$ cat config.mk
export PLATFORM = sky130hd
export DESIGN_NAME = proc_stage_sequencer_flat
export DESIGN_NICKNAME = d
export VERILOG_FILES = /design/src/rtl/proc_stage_sequencer_if.sv /design/src/rtl/proc_stage_sequencer.sv /design/src/flat_wrapper.sv
export SDC_FILE = /design/constraint.sdc
export NUM_CORES = 1
export LEC_CHECK = 0
export CAP_MARGIN = 10
export CORE_MARGIN = 2
export CORE_UTILIZATION = 40
export DETAILED_ROUTE_END_ITERATION = 8
export PLACE_DENSITY = 0.75
export SYNTH_ARGS = -nofsm -noshare
export SYNTH_HDL_FRONTEND = slang
export SYNTH_SLANG_ARGS = --single-unit
export TNS_END_PERCENT = 1
$ cat constraint.sdc
create_clock -name CLK -period 3.1 [get_ports CLK]
set_clock_uncertainty 0.2 [all_clocks]
set_input_delay 0.62 -clock CLK [delete_from_list [all_inputs] [get_ports CLK]]
set_output_delay 0.62 -clock CLK [all_outputs]
set_load 0.1 [all_outputs]
$ cat src/rtl/proc_stage_sequencer_if.sv
// Control-path bundle between the stage sequencer, the control unit and memory.
// master drives run control, the decode fields and MEM_READY; slave is the sequencer.
interface proc_stage_sequencer_if #(
  parameter int CNT_W = 32
);
  logic             EN;
  logic [5:0]       OPCODE;
  logic [5:0]       FUNCT;
  logic             MEM_READY;
  logic [2:0]       STATE;
  logic             MEM_READ;
  logic             MEM_WRITE;
  logic             STALL;
  logic             RETIRE;
  logic [CNT_W-1:0] RETIRED_CNT;
  logic             ERR_TIMEOUT;

  modport master (
    output EN, OPCODE, FUNCT, MEM_READY,
    input  STATE, MEM_READ, MEM_WRITE, STALL, RETIRE, RETIRED_CNT, ERR_TIMEOUT
  );

  modport slave (
    input  EN, OPCODE, FUNCT, MEM_READY,
    output STATE, MEM_READ, MEM_WRITE, STALL, RETIRE, RETIRED_CNT, ERR_TIMEOUT
  );
endinterface

$ cat src/rtl/proc_stage_sequencer.sv
// Multi-cycle stage sequencer: FETCH/DECODE/EXE/MEM/WB with memory-ready waits and timeout.
// Outputs are registered next-state decodes; FETCH and memory MEM hold until MEM_READY, else HALT.
module proc_stage_sequencer #(
  parameter int MUL_LAT      = 4,
  parameter int MEM_WAIT_MAX = 15,
  parameter int WAIT_W       = 4,
  parameter int CNT_W        = 32
) (
  input logic                   CLK,
  input logic                   RST,
  proc_stage_sequencer_if.slave bus
);

  typedef enum logic [2:0] {
    S_IDLE   = 3'b000,
    S_FETCH  = 3'b001,
    S_DECODE = 3'b010,
    S_EXE    = 3'b011,
    S_MEM    = 3'b100,
    S_WB     = 3'b101,
    S_HALT   = 3'b110
  } state_e;

  localparam int TO_LIM_I  = (MEM_WAIT_MAX > 0) ? MEM_WAIT_MAX - 1 : 0;
  localparam int MUL_LIM_I = (MUL_LAT > 0) ? MUL_LAT - 1 : 0;
  localparam logic [WAIT_W-1:0] TO_LIM  = WAIT_W'(TO_LIM_I);
  localparam logic [WAIT_W-1:0] MUL_LIM = WAIT_W'(MUL_LIM_I);

  function automatic logic is_mul(input logic [5:0] op, input logic [5:0] fn);
    return ((op == 6'h00) && (fn == 6'h2c)) || (op == 6'h1d);
  endfunction

  function automatic logic is_load(input logic [5:0] op);
    return (op == 6'h23) || (op == 6'h1c);
  endfunction

  function automatic logic is_store(input logic [5:0] op);
    return (op == 6'h2b) || (op == 6'h1b);
  endfunction

  state_e            state_q, state_d;
  logic [WAIT_W-1:0] wait_q, wait_d, wait_inc;
  logic [5:0]        op_q, op_d;
  logic              mul_q, mul_d;
  logic              mem_read_q, mem_write_q, stall_q, retire_q, err_q;
  logic [CNT_W-1:0]  cnt_q;
  logic              timeout_hit;
  logic              memop_d;

  // Saturate so a no-timeout wait keeps reporting STALL instead of wrapping to 0.
  assign wait_inc    = (wait_q == '1) ? wait_q : wait_q + WAIT_W'(1);
  assign timeout_hit = (MEM_WAIT_MAX != 0) && (wait_q == TO_LIM);
  assign memop_d     = is_load(op_d) || is_store(op_d);

  always_comb begin
    state_d = state_q;
    wait_d  = wait_q;
    op_d    = op_q;
    mul_d   = mul_q;
    case (state_q)
      S_IDLE: begin
        if (bus.EN) begin
          state_d = S_FETCH;
          wait_d  = '0;
        end
      end
      S_FETCH: begin
        if (bus.MEM_READY)    state_d = S_DECODE;
        else if (timeout_hit) state_d = S_HALT;
        else                  wait_d  = wait_inc;
      end
      S_DECODE: begin
        op_d    = bus.OPCODE;
        mul_d   = is_mul(bus.OPCODE, bus.FUNCT);
        state_d = S_EXE;
        wait_d  = '0;
      end
      S_EXE: begin
        if (mul_q && (wait_q != MUL_LIM)) begin
          wait_d = wait_inc;
        end else begin
          state_d = S_MEM;
          wait_d  = '0;
        end
      end
      S_MEM: begin
        if (!(is_load(op_q) || is_store(op_q))) state_d = S_WB;
        else if (bus.MEM_READY)                state_d = S_WB;
        else if (timeout_hit)                  state_d = S_HALT;
        else                                   wait_d  = wait_inc;
      end
      S_WB: begin
        if (bus.EN) begin
          state_d = S_FETCH;
          wait_d  = '0;
        end else begin
          state_d = S_IDLE;
        end
      end
      S_HALT:  state_d = S_HALT;
      default: state_d = S_HALT;
    endcase
  end

  always_ff @(posedge CLK or negedge RST) begin
    if (!RST) begin
      state_q     <= S_IDLE;
      wait_q      <= '0;
      op_q        <= '0;
      mul_q       <= 1'b0;
      mem_read_q  <= 1'b0;
      mem_write_q <= 1'b0;
      stall_q     <= 1'b0;
      retire_q    <= 1'b0;
      err_q       <= 1'b0;
      cnt_q       <= '0;
    end else begin
      state_q     <= state_d;
      wait_q      <= wait_d;
      op_q        <= op_d;
      mul_q       <= mul_d;
      mem_read_q  <= (state_d == S_FETCH) || ((state_d == S_MEM) && is_load(op_d));
      mem_write_q <= (state_d == S_MEM) && is_store(op_d);
      // Wait stages report STALL once they have actually been held a cycle.
      stall_q     <= (((state_d == S_FETCH) || ((state_d == S_MEM) && memop_d)) && (wait_d != '0))
                  || ((state_d == S_EXE) && mul_d && (wait_d != MUL_LIM));
      retire_q    <= (state_d == S_WB);
      err_q       <= err_q || (state_d == S_HALT);
      if (state_d == S_WB) cnt_q <= cnt_q + CNT_W'(1);
    end
  end

  assign bus.STATE       = state_q;
  assign bus.MEM_READ    = mem_read_q;
  assign bus.MEM_WRITE   = mem_write_q;
  assign bus.STALL       = stall_q;
  assign bus.RETIRE      = retire_q;
  assign bus.RETIRED_CNT = cnt_q;
  assign bus.ERR_TIMEOUT = err_q;

endmodule
$ cat src/flat_wrapper.sv
// flat-port wrapper written by rule: the top's interface ports become plain ports
module proc_stage_sequencer_flat 
#(
  parameter int MUL_LAT      = 4,
  parameter int MEM_WAIT_MAX = 15,
  parameter int WAIT_W       = 4,
  parameter int CNT_W        = 32
)
  (CLK, RST, bus_EN, bus_OPCODE, bus_FUNCT, bus_MEM_READY, bus_STATE, bus_MEM_READ, bus_MEM_WRITE, bus_STALL, bus_RETIRE, bus_RETIRED_CNT, bus_ERR_TIMEOUT);
  proc_stage_sequencer_if #(.CNT_W(CNT_W)) bus_i ();
  input logic CLK;
  input logic RST;
  input wire logic [$bits(bus_i.EN)-1:0] bus_EN;
  input wire logic [$bits(bus_i.OPCODE)-1:0] bus_OPCODE;
  input wire logic [$bits(bus_i.FUNCT)-1:0] bus_FUNCT;
  input wire logic [$bits(bus_i.MEM_READY)-1:0] bus_MEM_READY;
  output wire logic [$bits(bus_i.STATE)-1:0] bus_STATE;
  output wire logic [$bits(bus_i.MEM_READ)-1:0] bus_MEM_READ;
  output wire logic [$bits(bus_i.MEM_WRITE)-1:0] bus_MEM_WRITE;
  output wire logic [$bits(bus_i.STALL)-1:0] bus_STALL;
  output wire logic [$bits(bus_i.RETIRE)-1:0] bus_RETIRE;
  output wire logic [$bits(bus_i.RETIRED_CNT)-1:0] bus_RETIRED_CNT;
  output wire logic [$bits(bus_i.ERR_TIMEOUT)-1:0] bus_ERR_TIMEOUT;
  assign bus_i.EN = bus_EN;
  assign bus_i.OPCODE = bus_OPCODE;
  assign bus_i.FUNCT = bus_FUNCT;
  assign bus_i.MEM_READY = bus_MEM_READY;
  assign bus_STATE = bus_i.STATE;
  assign bus_MEM_READ = bus_i.MEM_READ;
  assign bus_MEM_WRITE = bus_i.MEM_WRITE;
  assign bus_STALL = bus_i.STALL;
  assign bus_RETIRE = bus_i.RETIRE;
  assign bus_RETIRED_CNT = bus_i.RETIRED_CNT;
  assign bus_ERR_TIMEOUT = bus_i.ERR_TIMEOUT;
  proc_stage_sequencer #(.MUL_LAT(MUL_LAT), .MEM_WAIT_MAX(MEM_WAIT_MAX), .WAIT_W(WAIT_W), .CNT_W(CNT_W)) u_core (.CLK(CLK), .RST(RST), .bus(bus_i));
endmodule
==> results of run 1 <==
==> power by group through the flow <==
stage,registers [mW],clock network (mW),logic (mW)
after floorplan,1.27,0,0.640
after global placement,0.912,0,1.33
after detailed placement,0.920,0,1.35
after CTS,0.906,0.416,1.35
after global routing,0.922,0.440,1.45
final,0.907,0.405,1.35
==> layout by cell type, fill, tap and decap left out, types with 3 or more instances in the layout <==
cell type / synthesis / layout
a31oi_1: 5 / 5
mux2_2: 4 / 4
nand4_1: 5 / 5
and3_1: 16 / 16
nor2b_1: 3 / 3
o21ai_0: 8 / 8
nand3b_1: 4 / 4
nor2_1: 18 / 18
clkdlybuf4s50_1: 0 / 14
ha_1: 3 / 3
clkbuf_8: 0 / 6
inv_1: 8 / 8
nand3_1: 12 / 12
xnor2_1: 21 / 21
buf_4: 3 / 59
xor2_1: 12 / 12
nor3_1: 4 / 4
nand2_1: 22 / 22
nand2b_1: 5 / 5
a221oi_1: 3 / 3
a21oi_1: 4 / 4
or2_2: 3 / 3
dfrtp_1: 51 / 50
o32ai_1: 3 / 3
==> sequential cells by signal, summed over array words and instances (netlist names) <==
register,count
u_core.op_q,6
u_core.bus.ERR_TIMEOUT,1
u_core.mul_q,1
u_core.bus.RETIRE,1
u_core.bus.STATE,3
u_core.bus.MEM_READ,1
u_core.bus.STALL,1
u_core.wait_q,4
u_core.bus.MEM_WRITE,1
u_core.bus.RETIRED_CNT,32
==> worst max-delay path by stage <==
stage	slack (ns)	to
after floorplan	0.08	u_core.bus.STALL
after global placement	0.07	u_core.bus.STALL
after detailed placement	0.02	u_core.bus.STALL
after CTS	0.28	u_core.bus.STALL
after global routing	0.07	u_core.bus.STALL
final	0.32	u_core.bus.STALL
==> area by class of cell <==
| type | instances | area, um^2 | area share |
|---|---|---|---|
| well taps | 96 | 120 | 0.0335 |
| inverters | 10 | 40.0 | 0.0112 |
| repair buffers | 74 | 588 | 0.164 |
| multi-input cells | 206 | 1460 | 0.408 |
| flip-flops and latches | 51 | 1280 | 0.356 |
| clock buffers | 6 | 82.6 | 0.0230 |
| clock inverters | 2 | 16.3 | 0.00453 |
==> routing by layer <==
| layer | track usage | up-vias | part of all wire |
|---|---|---|---|
| li1 | - | 1142 | - |
| met1 | 0.243 | 1138 | 0.45 |
| met2 | 0.297 | 74 | 0.47 |
| met3 | 0.0466 | 14 | 0.060 |
| met4 | 0.0634 | 0 | 0.021 |
| met5 | 0 | - | 0 |
==> metrics by stage <==
step	hold WS [ns]	util	area [um^2]	cells
after floorplan	0.124	-	2860	276
after global placement	0.260	0.508	3490	437
after global routing	0.153	0.522	3590	445
after detailed placement	0.272	0.508	3490	437
after CTS	0.126	0.522	3590	445
final	0.106	0.522	3590	445
==> kinds of logic (layout without fill, tap and decap cells) <==
| family | count (synthesis) | count (layout) | share of synthesized area |
|---|---|---|---|
| xor gates and xnor gates | 33 | 33 | 0.101 |
| and+or+nand+nor | 117 | 117 | 0.244 |
| DFF | 51 | 51 | 0.447 |
| buffers and inverters | 19 | 92 | 0.0412 |
| adders and majority gates | 3 | 3 | 0.0131 |
| AOI/OAI and AO/OA | 44 | 44 | 0.118 |
| muxes | 9 | 9 | 0.0359 |
==> results.txt, run 1 <==
pwr/cell area -> 742 nW/um^2
Place WS -> 0.0169 ns
status -> finished, final reports clean
syn_area_per_cell -> 10.4 um^2
final wirelength -> 6.63 mm
CP endpoint kind -> register
Setup TNS -> 0 ns
critical path buffer and inverter count -> 1
drt drc -> 0
clock sinks -> 51
later-pin clock latency in the skew report -> 0.31 ns
hold_buf cts -> 0
Slew Limit Fails -> 0
Post-Synthesis Cell Area -> 2860 um^2
Vias/cell -> 5.32
Comb power frac -> 0.507
CTS root buffer -> clkbuf_8
CTS tree -> yes
Synth cell types -> 66
row cnt -> 30
post-synthesis cell count -> 276
GP Congestion -> 0.849
largest net degree at the start of global routing -> 28
initial antenna violation count -> 0
worst-case clock buffer depth -> 2
Clk pin slew, worst setup/hold paths -> 0.09 ns
DP Wirelength -> 5.05 mm
Synthesis Warnings -> 0
WL/cell -> 14.9 um
startpoint types -> register
CP required -> 3.13 ns
slowest cell on the critical path -> nor3b_4
LEAKAGE -> 1.67 nW
register share of total power -> 0.341
Seq/Total Area, Yosys -> 0.447
RSZ-0062 raised after global routing -> false
Routed Antenna Nets -> 0
top cell type's share of synthesized area -> 0.447
post-CTS resize count -> 0
# IOs -> 56
Setup Fix Bufs, Post-CTS -> 0
largest area contributor in the netlist -> dfrtp_1
WS Path Type -> reg -> reg
Synth area leaders -> dfrtp_1 45%, xnor2_1 6.4%, xor2_1 3.7%
Die Ht -> 88.5 um
Layout Nets -> 367
Area Growth Syn to Fin -> 25.6%
# setup viols final -> 0
GRT Overall Usage -> 0.184
number of diodes -> 0
Data arrival, critical path -> 2.81 ns
total power draw -> 2.66 mW
Die ar. -> 7840 um^2
maxcap violations -> 0
critical path depth in cells -> 8
Reg2Reg Launch Point -> u_core.bus.STATE[2]
CTS Buf Count -> 5
Internal -> 1.43 mW
Worst-Margin Slew -> 0.589 ns
die extent in x -> 88.5 um
core area -> 6870 um^2
crit-path cells -> nor3b_4 > buf_4 > mux2_1 > nand3b_1 > and3_1 > o32ai_1 > o32ai_1 > a31oi_1
Hold Path Class -> in -> async
synth cell count leaders -> 51 x dfrtp_1, 22 x nand2_1, 21 x xnor2_1
delay-heaviest family, CP -> simple AND/OR/NAND/NOR gates
most numerous cell on the critical path -> o32ai_1
Initial DRC Count -> 123
Fin. Hold Viols -> 0
via count -> 2368
EDFF count, synth -> 0
net switching power -> 1.23 mW
Worst R2R End -> u_core.bus.STALL
cell with the most instances after synthesis -> dfrtp_1
max incr delay on CP -> 0.47 ns
clock network fraction of total power -> 0.152
first-pass GRT wire length -> 11.3 mm
Net Sw Frac -> 0.463
min Tclk post-route -> 2.78 ns
crit path max fanout -> 9
VDD IR-drop max -> 0.694 mV
R2R cell count -> 8
initial core utilization -> 0.416
predominant post-synthesis flop cell -> dfrtp_1
final worst slack -> 0.316 ns
f_max -> 359 MHz
R2R setup slack -> 0.32 ns
Critical path origin -> u_core.bus.STATE[2]
global route overflow -> 0
IO buf count -> 55
vias in the first global route -> 2320
H-tree levels -> 2
Seq cells post-synth -> 51
fraction of layout cells with a size suffix above 1 -> 0.264
period utilisation layout -> 0.898
iteration count of the initial detailed-routing pass -> 4
ys async rst share -> 1.00
fill count -> 656
headroom to the max-slew limit -> 0.608
syn_nets -> 295
Power figures use the tool's default switching activity.
==> run 2, diff against run 1 <==
- CORE_UTILIZATION: 40 -> 52
- PLACE_DENSITY: 0.75 -> 0.91
==> run 2 against run 1 <==
Compared with the run above:
- die area is 22% lower
- routed wire length is 2.5% higher
- first-iteration DRC count is 54% higher
- total power is 0.55% lower
- cell area is 1.5% lower
- fmax is 2.9% lower
==> results.txt, run 2 (synthesis results as in run 1) <==
Vias/cell -> 5.79 (+8.9%)
worst-case clock buffer depth -> 2 (unchanged)
core area -> 5200 um^2 (-24%)
drt drc -> 0 (unchanged)
Die ar. -> 6100 um^2 (-22%)
Setup Fix Bufs, Post-CTS -> 0 (unchanged)
iteration count of the initial detailed-routing pass -> 4 (unchanged)
placed insts -> 410 (-6.2%)
later-pin clock latency in the skew report -> 0.30 ns (about the same)
R2R setup slack -> 0.23 ns (-0.08 ns)
final worst slack -> 0.232 ns (-0.0845 ns)
hold_buf cts -> 0 (unchanged)
CP required -> 3.11 ns (-0.02 ns)
DP Wirelength -> 5.13 mm (+1.6%)
final wirelength -> 6.79 mm (+2.5%)
CP endpoint kind -> register
CTS tree -> yes
Slew Limit Fails -> 0 (unchanged)
initial core utilization -> 0.549 (+0.133)
GP Congestion -> 0.948 (+12%)
min Tclk post-route -> 2.87 ns (+0.0845 ns)
VDD IR-drop max -> 0.969 mV (+40%)
initial antenna violation count -> 0 (unchanged)
GRT Overall Usage -> 0.235 (+0.0504)
H-tree levels -> 2 (unchanged)
post-CTS resize count -> 0 (unchanged)
total power draw -> 2.65 mW (-0.55%)
row cnt -> 26 (-13%)
most common cell after layout, fill and taps aside -> buf_4
LEAKAGE -> 1.66 nW (-0.66%)
startpoint types -> primary input
# IOs -> 56 (unchanged)
period utilisation layout -> 0.925 (+0.0273)
f_max -> 349 MHz (-2.9%)
Post-Layout Cell Count -> 418 (-6.1%)
CTS root buffer -> clkbuf_8
RSZ-0062 raised after global routing -> false
via count -> 2422 (+2.3%)
# setup viols final -> 0 (unchanged)
commonest cells after routing, fill and taps aside -> 58 x buf_4, 50 x dfrtp_1, 22 x nand2_1
headroom to the max-slew limit -> 0.601 (-0.00673)
max reg flops -> 32 (unchanged)
Place WS -> -0.0404 ns (-0.0573 ns)
die extent in x -> 78.1 um (-12%)
Fin. Hold Viols -> 0 (unchanged)
Worst-Margin Slew -> 0.599 ns (+0.0101 ns)
crit path max fanout -> 7 (-2)
pwr/cell area -> 749 nW/um^2 (+0.97%)
Layout Nets -> 366 (-0.27%)
Initial DRC Count -> 189 (+54%)
maxcap violations -> 0 (unchanged)
vias in the first global route -> 2379 (+2.5%)
WL/cell -> 16.2 um (+9.1%)
IO buf count -> 55 (unchanged)
Hold Path Class -> in -> async
WS Path Type -> in -> reg
fraction of layout cells with a size suffix above 1 -> 0.259 (-0.00499)
Clk pin slew, worst setup/hold paths -> 0.09 ns (about the same)
largest net degree at the start of global routing -> 28 (unchanged)
Setup TNS -> 0 ns (unchanged)
Routed Antenna Nets -> 0 (unchanged)
Die Ht -> 78.1 um (-12%)
CTS Buf Count -> 5 (unchanged)
Area Growth Syn to Fin -> 23.7%
first-pass GRT wire length -> 11.4 mm (+1.3%)
number of diodes -> 0 (unchanged)
Data arrival, critical path -> 2.88 ns (+0.07 ns)
global route overflow -> 0 (unchanged)
clock sinks -> 51 (unchanged)
status -> finished, final reports clean
-- run 2: layer usage --
layer  GRT usage  part of all wire  up-vias
met5           0                 0        -
met4      0.0737             0.015        0
met3      0.0414             0.049       12
met2       0.385              0.50       92
met1       0.319              0.44     1173
li1            -                 -     1145
-- run 2: stage by stage --
| step | hold WS (ns) | util | area, um^2 |
|---|---|---|---|
| 2_1_floorplan | 0.124 | - | 2860 |
| 3_3_place_gp | 0.244 | 0.663 | 3450 |
| 3_5_place_dp | 0.251 | 0.663 | 3450 |
| 4_1_cts | 0.133 | 0.679 | 3530 |
| 5_1_grt | 0.161 | 0.679 | 3530 |
| 6_report | 0.125 | 0.679 | 3530 |
-- run 2: power by group --
group          switching, mW  total (mW)  internal (mW)
clock network          0.212       0.370          0.158
registers              0.138       0.914          0.776
logic                  0.890        1.36          0.472
total                   1.24        2.65           1.41
-- run 2: critical path: stages --
cell and delay [ns]:
clkdlybuf4s50_1 0.59, or4b_1 0.56, o221ai_1 0.27, nand2_1 0.12
o32ai_1 0.39, o32ai_1 0.16, a31oi_1 0.18
-- run 2: final timing paths --
check,start,to,cells after the start
min in group CLK,u_core.bus.ERR_TIMEOUT,u_core.bus.ERR_TIMEOUT,1
max in group asynchronous,RST,u_core.bus.RETIRED_CNT[31],2
hold / removal,RST,u_core.op_q[0],1
hold reg to reg,u_core.bus.ERR_TIMEOUT,u_core.bus.ERR_TIMEOUT,1
setup / recovery,bus_MEM_READY,u_core.bus.STALL,7
setup reg to reg,u_core.bus.STATE[2],u_core.bus.STALL,7
-- run 2: layout make-up --
| cell class | instances | area, um^2 |
|---|---|---|
| fillers | 408 | 1670 |
| repair buffers | 73 | 581 |
| clock buffers | 6 | 72.6 |
| flip-flops and latches | 51 | 1280 |
| well taps | 70 | 87.6 |
| clock inverters | 2 | 12.5 |
| inverters | 10 | 40.0 |
| multi-input cells | 206 | 1460 |
==> patch 1, RTL diff (flow settings as in run 2) <==
`CNT_W` is set to 32 in 3 places; all go to 36.
--- a/src/rtl/proc_stage_sequencer_if.sv
+++ b/src/rtl/proc_stage_sequencer_if.sv
@@ -2,5 +2,5 @@
 // master drives run control, the decode fields and MEM_READY; slave is the sequencer.
 interface proc_stage_sequencer_if #(
-  parameter int CNT_W = 32
+  parameter int CNT_W = 36
 );
   logic             EN;
--- a/src/rtl/proc_stage_sequencer.sv
+++ b/src/rtl/proc_stage_sequencer.sv
@@ -5,5 +5,5 @@
   parameter int MEM_WAIT_MAX = 15,
   parameter int WAIT_W       = 4,
-  parameter int CNT_W        = 32
+  parameter int CNT_W        = 36
 ) (
   input logic                   CLK,
--- a/src/flat_wrapper.sv
+++ b/src/flat_wrapper.sv
@@ -5,5 +5,5 @@
   parameter int MEM_WAIT_MAX = 15,
   parameter int WAIT_W       = 4,
-  parameter int CNT_W        = 32
+  parameter int CNT_W        = 36
 )
   (CLK, RST, bus_EN, bus_OPCODE, bus_FUNCT, bus_MEM_READY, bus_STATE, bus_MEM_READ, bus_MEM_WRITE, bus_STALL, bus_RETIRE, bus_RETIRED_CNT, bus_ERR_TIMEOUT);
Ports: changed (resized bus_RETIRED_CNT); port bits go from 56 to 60. The function was not compared with the original's and may differ.
==> patch 1 against run 2 <==
  * Total power barely moved
  * Sequential power up 9.0%
  * Die area grew 1.8%
  * Cell area rose by 1.6%
  * Highest routed layer unchanged
  * Via count up 3.9%
  * Combinational power fell by 8%
  * Count of clock-buffer cells in the layout fell by 1
  * Non-clock buffer count decreased by 6
  * Sequential cell count is 4 higher
  * Worst setup slack better by 160 ps
  * Global-route usage fell by 2.1 points
  * Utilization down 2.3 points
  * Wire length shrank 5.0%
  * Area after synthesis grew 1.9%
==> patch 1: results (changes against run 2) <==
post-place setup slack=99.6 ps (+140 ps); share of cells above drive strength 1=19.9% (-6.0 points); number of global-route vias before repair=2330 (-2.1%); drt wl/cell=14.7 um (-9.6%); WL met3=301 um (-9.1%); placed cell area=0.00350 sq mm (+1.5%); Layout Nets=385 (+5.2%); first-pass GRT wire length=10600 um (-7.0%); Reg2Reg Depth=8 (+1); met2 routed WL=3240 um (-3.8%); Slew Limit Headroom=51.1% (-8.9 points); outcome=completed; Post-Route M1 WL=2790 um (-6.8%); VDD IR-drop max=0.000490 V (-49%); max reg flops=36 (+13%); post-DP HPWL=4930 um (-3.9%); via/cell ratio=5.73 (-1.0%); mux cell area share after synthesis=1.07% (-2.5 points); Reg clk slew, reported paths=110 ps (+20 ps); R2R setup slack=530 ps (+300 ps); synth cell count leaders=55 x dfrtp_1, 37 x nand2_1, 30 x xnor2_1; seq pwr=0.996 mW (+9.0%); GRT met2 Usage=36.9% (-1.6 points); area grow syn2layout=23.3%; sequential area share after synthesis=47.3% (+2.6 points); GRT Resource Usage Total=21.4% (-2.1 points); Synth Area in XOR/XNOR=11.1% (+1.0 points); Leakage=1.68 nW (+0.83%); Cells after DPL=431 (+5.1%); global-route track usage on met1=27.7% (-4.2 points); DR iter-0 viols=206 (+9.0%); adder-cell share of the synthesized area=1.29% (-0.025 points); routability cong.=0.993 (+4.7%); Netlist cell types=53 (-20%); Reg-to-Reg Start=u_core.wait_q[0]; P_clk=0.406 mW (+9.7%); internal power=1.37 mW (-2.8%); pin count of the biggest net entering global routing=33 (+18%); Port Buffers=59 (+7.3%); GR Layer Usage met3=3.07% (-1.1 points); post-synthesis compound-gate area fraction=10.5% (-1.3 points)
[patch 1: worst max-delay path by stage]
stage / start / to / slack [ps] / cells after the start
floorplan: u_core.bus.RETIRED_CNT[2] / u_core.bus.RETIRED_CNT[30] / 90 / 6
global placement: bus_OPCODE[4] / u_core.bus.STALL / 180 / 8
detailed placement: bus_OPCODE[4] / u_core.bus.STALL / 100 / 8
CTS: bus_OPCODE[4] / u_core.bus.STALL / 400 / 8
global route: bus_OPCODE[4] / u_core.bus.STALL / 310 / 8
finish: bus_OPCODE[4] / u_core.bus.STALL / 400 / 8
[patch 1: worst max-delay path, stage by stage]
cell,delay [ps]
clkdlybuf4s50_1,440
or4_1,530
nor4_1,200
a41oi_1,80
o41ai_1,350
nor2b_1,190
o41ai_1,70
a211oi_1,240
[patch 1: cell type report]
type	count	share of cell area (%)
timing repair buffer	67	14.9
sequential	55	38.3
tap	72	2.51
inverter	12	1.25
clock buffer	5	1.92
multi-input combinational	225	40.4
clock inverter	3	0.662
==> patch 2, RTL diff (config.mk and constraints of run 2) <==
Made on the original files. Take the reset off `op_q` and load it in a clocked block of its own.
--- a/src/rtl/proc_stage_sequencer.sv
+++ b/src/rtl/proc_stage_sequencer.sv
@@ -107,5 +107,4 @@
       state_q     <= S_IDLE;
       wait_q      <= '0;
-      op_q        <= '0;
       mul_q       <= 1'b0;
       mem_read_q  <= 1'b0;
@@ -118,5 +117,4 @@
       state_q     <= state_d;
       wait_q      <= wait_d;
-      op_q        <= op_d;
       mul_q       <= mul_d;
       mem_read_q  <= (state_d == S_FETCH) || ((state_d == S_MEM) && is_load(op_d));
@@ -131,4 +129,8 @@
   end
 
+  always_ff @(posedge CLK) begin
+    op_q <= op_d;
+  end
+
   assign bus.STATE       = state_q;
   assign bus.MEM_READ    = mem_read_q;
Function: no difference found for any inputs over 10 cycles, from zero or initial values and one cycle with RST low; that may be too few to reach the edited logic, so the function may still have changed.
==> patch 2 against run 2 <==
  * Count of clock-buffer cells in the layout is 1 lower
  * Non-clock buffer count shrank 10
  * Cell area down 2.4%
  * Utilization decreased by 1.2 points
  * Total power down 20%
  * Worst hold slack better by 120 ps
  * Area after synthesis fell by 1.1%
  * Wire length decreased by 1.9%
  * Worst setup slack improved by 96 ps
  * Global-route usage shrank 0.30 points
  * First-iteration DRC count up 23%
  * Sequential cell count stayed put
  * Highest routed layer unchanged
==> patch 2: results (changes against run 2) <==
Reg2Reg Depth=9 (+2); DR iter-0 viols=233 (+23%); net count after synthesis=296 (+0.34%); share of cells above drive strength 1=24.3% (-1.6 points); routability cong.=0.969 (+2.1%); Reg clk slew, reported paths=110 ps (+20 ps); #MultiIn Comb=209 (+1.5%); post-synthesis compound-gate area fraction=12.5% (+0.71 points); top post-synthesis cells by area=dfrtp_1 40%, xnor2_1 6.2%, nand2_1 4.9%; R2R setup slack=330 ps (+100 ps); CP Max Fanout=11 (+4); area occupied by multi-input gates=0.00149 sq mm (+1.5%); WHS=246 ps (+121 ps); first-pass GRT wire length=11200 um (-2.5%); outcome=completed; post-place setup slack=238 ps (+278 ps); Non-clock inverters=7 (-3); ys async rst share=88.2% (-12 points); NonClk Buf Share=14.7% (-1.8 points); Vias=2392 (-1.2%); initial antenna violation count=0 (unchanged); mux cell area share after synthesis=1.90% (-1.7 points); GRT Resource Usage Total=23.2% (-0.30 points); clk_lat worst skew=320 ps (+20 ps); synth cell count leaders=45 x dfrtp_1, 37 x nand2_1, 20 x xnor2_1; post-DP HPWL=4890 um (-4.7%); adder-cell share of the synthesized area=1.33% (+0.015 points); sequential cell area share=36.1% (about the same); Pre-antenna DRT Iters=5 (+1); worst slew pin tran=971 ps (+372 ps); clock network area share=2.79% (+0.39 points); CP Data Arrival Time=2780 ps (-100 ps); Layout Nets=356 (-2.7%); clkbuf count=5 (-1); Leakage=1.58 nW (-4.9%); drt wl/cell=16.3 um (+0.53%); Netlist cell types=64 (-3.0%); CP max stage delay=510 ps (-80 ps); number of global-route vias before repair=2290 (-3.7%); Fillers=419 (+2.7%); slowest CP cell=dfrtp_1; pin count of the biggest net entering global routing=46 (+64%); Non-clk bufs=63 (-14%); sequential area share after synthesis=44.1% (-0.57 points); VDD IR-drop max=0.000545 V (-44%); Synth Area in XOR/XNOR=11.6% (+1.4 points)
==> patch 2: power breakdown <==
group / internal (mW) / switching (mW)
Sequential: 0.751 / 0.122
Combinational: 0.279 / 0.561
Clock: 0.166 / 0.246
Total: 1.20 / 0.929
==> patch 2: layer usage <==
| layer | routed length [um] | up-vias | global-route usage (%) | share of wire [%] |
|---|---|---|---|---|
| met5 | 0 | - | 0 | 0 |
| met4 | 134 | 0 | 7.86 | 2.0 |
| met3 | 438 | 16 | 4.07 | 6.6 |
| met2 | 3170 | 105 | 36.8 | 48 |
| met1 | 2920 | 1160 | 32.2 | 44 |
| li1 | - | 1111 | - | - |
==> patch 2: cell families (layout without fill, tap and decap cells) <==
logic type	Yosys count	after routing
AND/OR/NAND/NOR	124	124
flip-flops	51	51
AO/OA/AOI/OAI	44	44
XOR/XNOR	33	33
buffers and inverters	17	78
multiplexers	5	5
adder cells (fa/ha/maj)	3	3
==> patch 2: metrics by stage <==
stage	cells	cell area [sq um]	util, %
after floorplan	277	2830	-
after global placement	400	3350	64.8
after detailed placement	400	3350	64.8
after CTS	408	3450	66.7
after global routing	408	3450	66.7
final	408	3450	66.7
==> patch 2: worst max-delay path by stage <==
stage / depth (start not counted) / slack [ps] / endpoint / startpoint
after floorplan: 9 / 190 / u_core.bus.STALL / u_core.bus.STATE[1]
after global placement: 8 / 310 / u_core.bus.STALL / bus_MEM_READY
after detailed placement: 8 / 240 / u_core.bus.STALL / bus_OPCODE[3]
after CTS: 9 / 350 / u_core.bus.STALL / u_core.bus.STATE[2]
after global routing: 8 / 180 / u_core.bus.STALL / u_core.wait_q[1]
final: 9 / 330 / u_core.bus.STALL / u_core.bus.STATE[2]
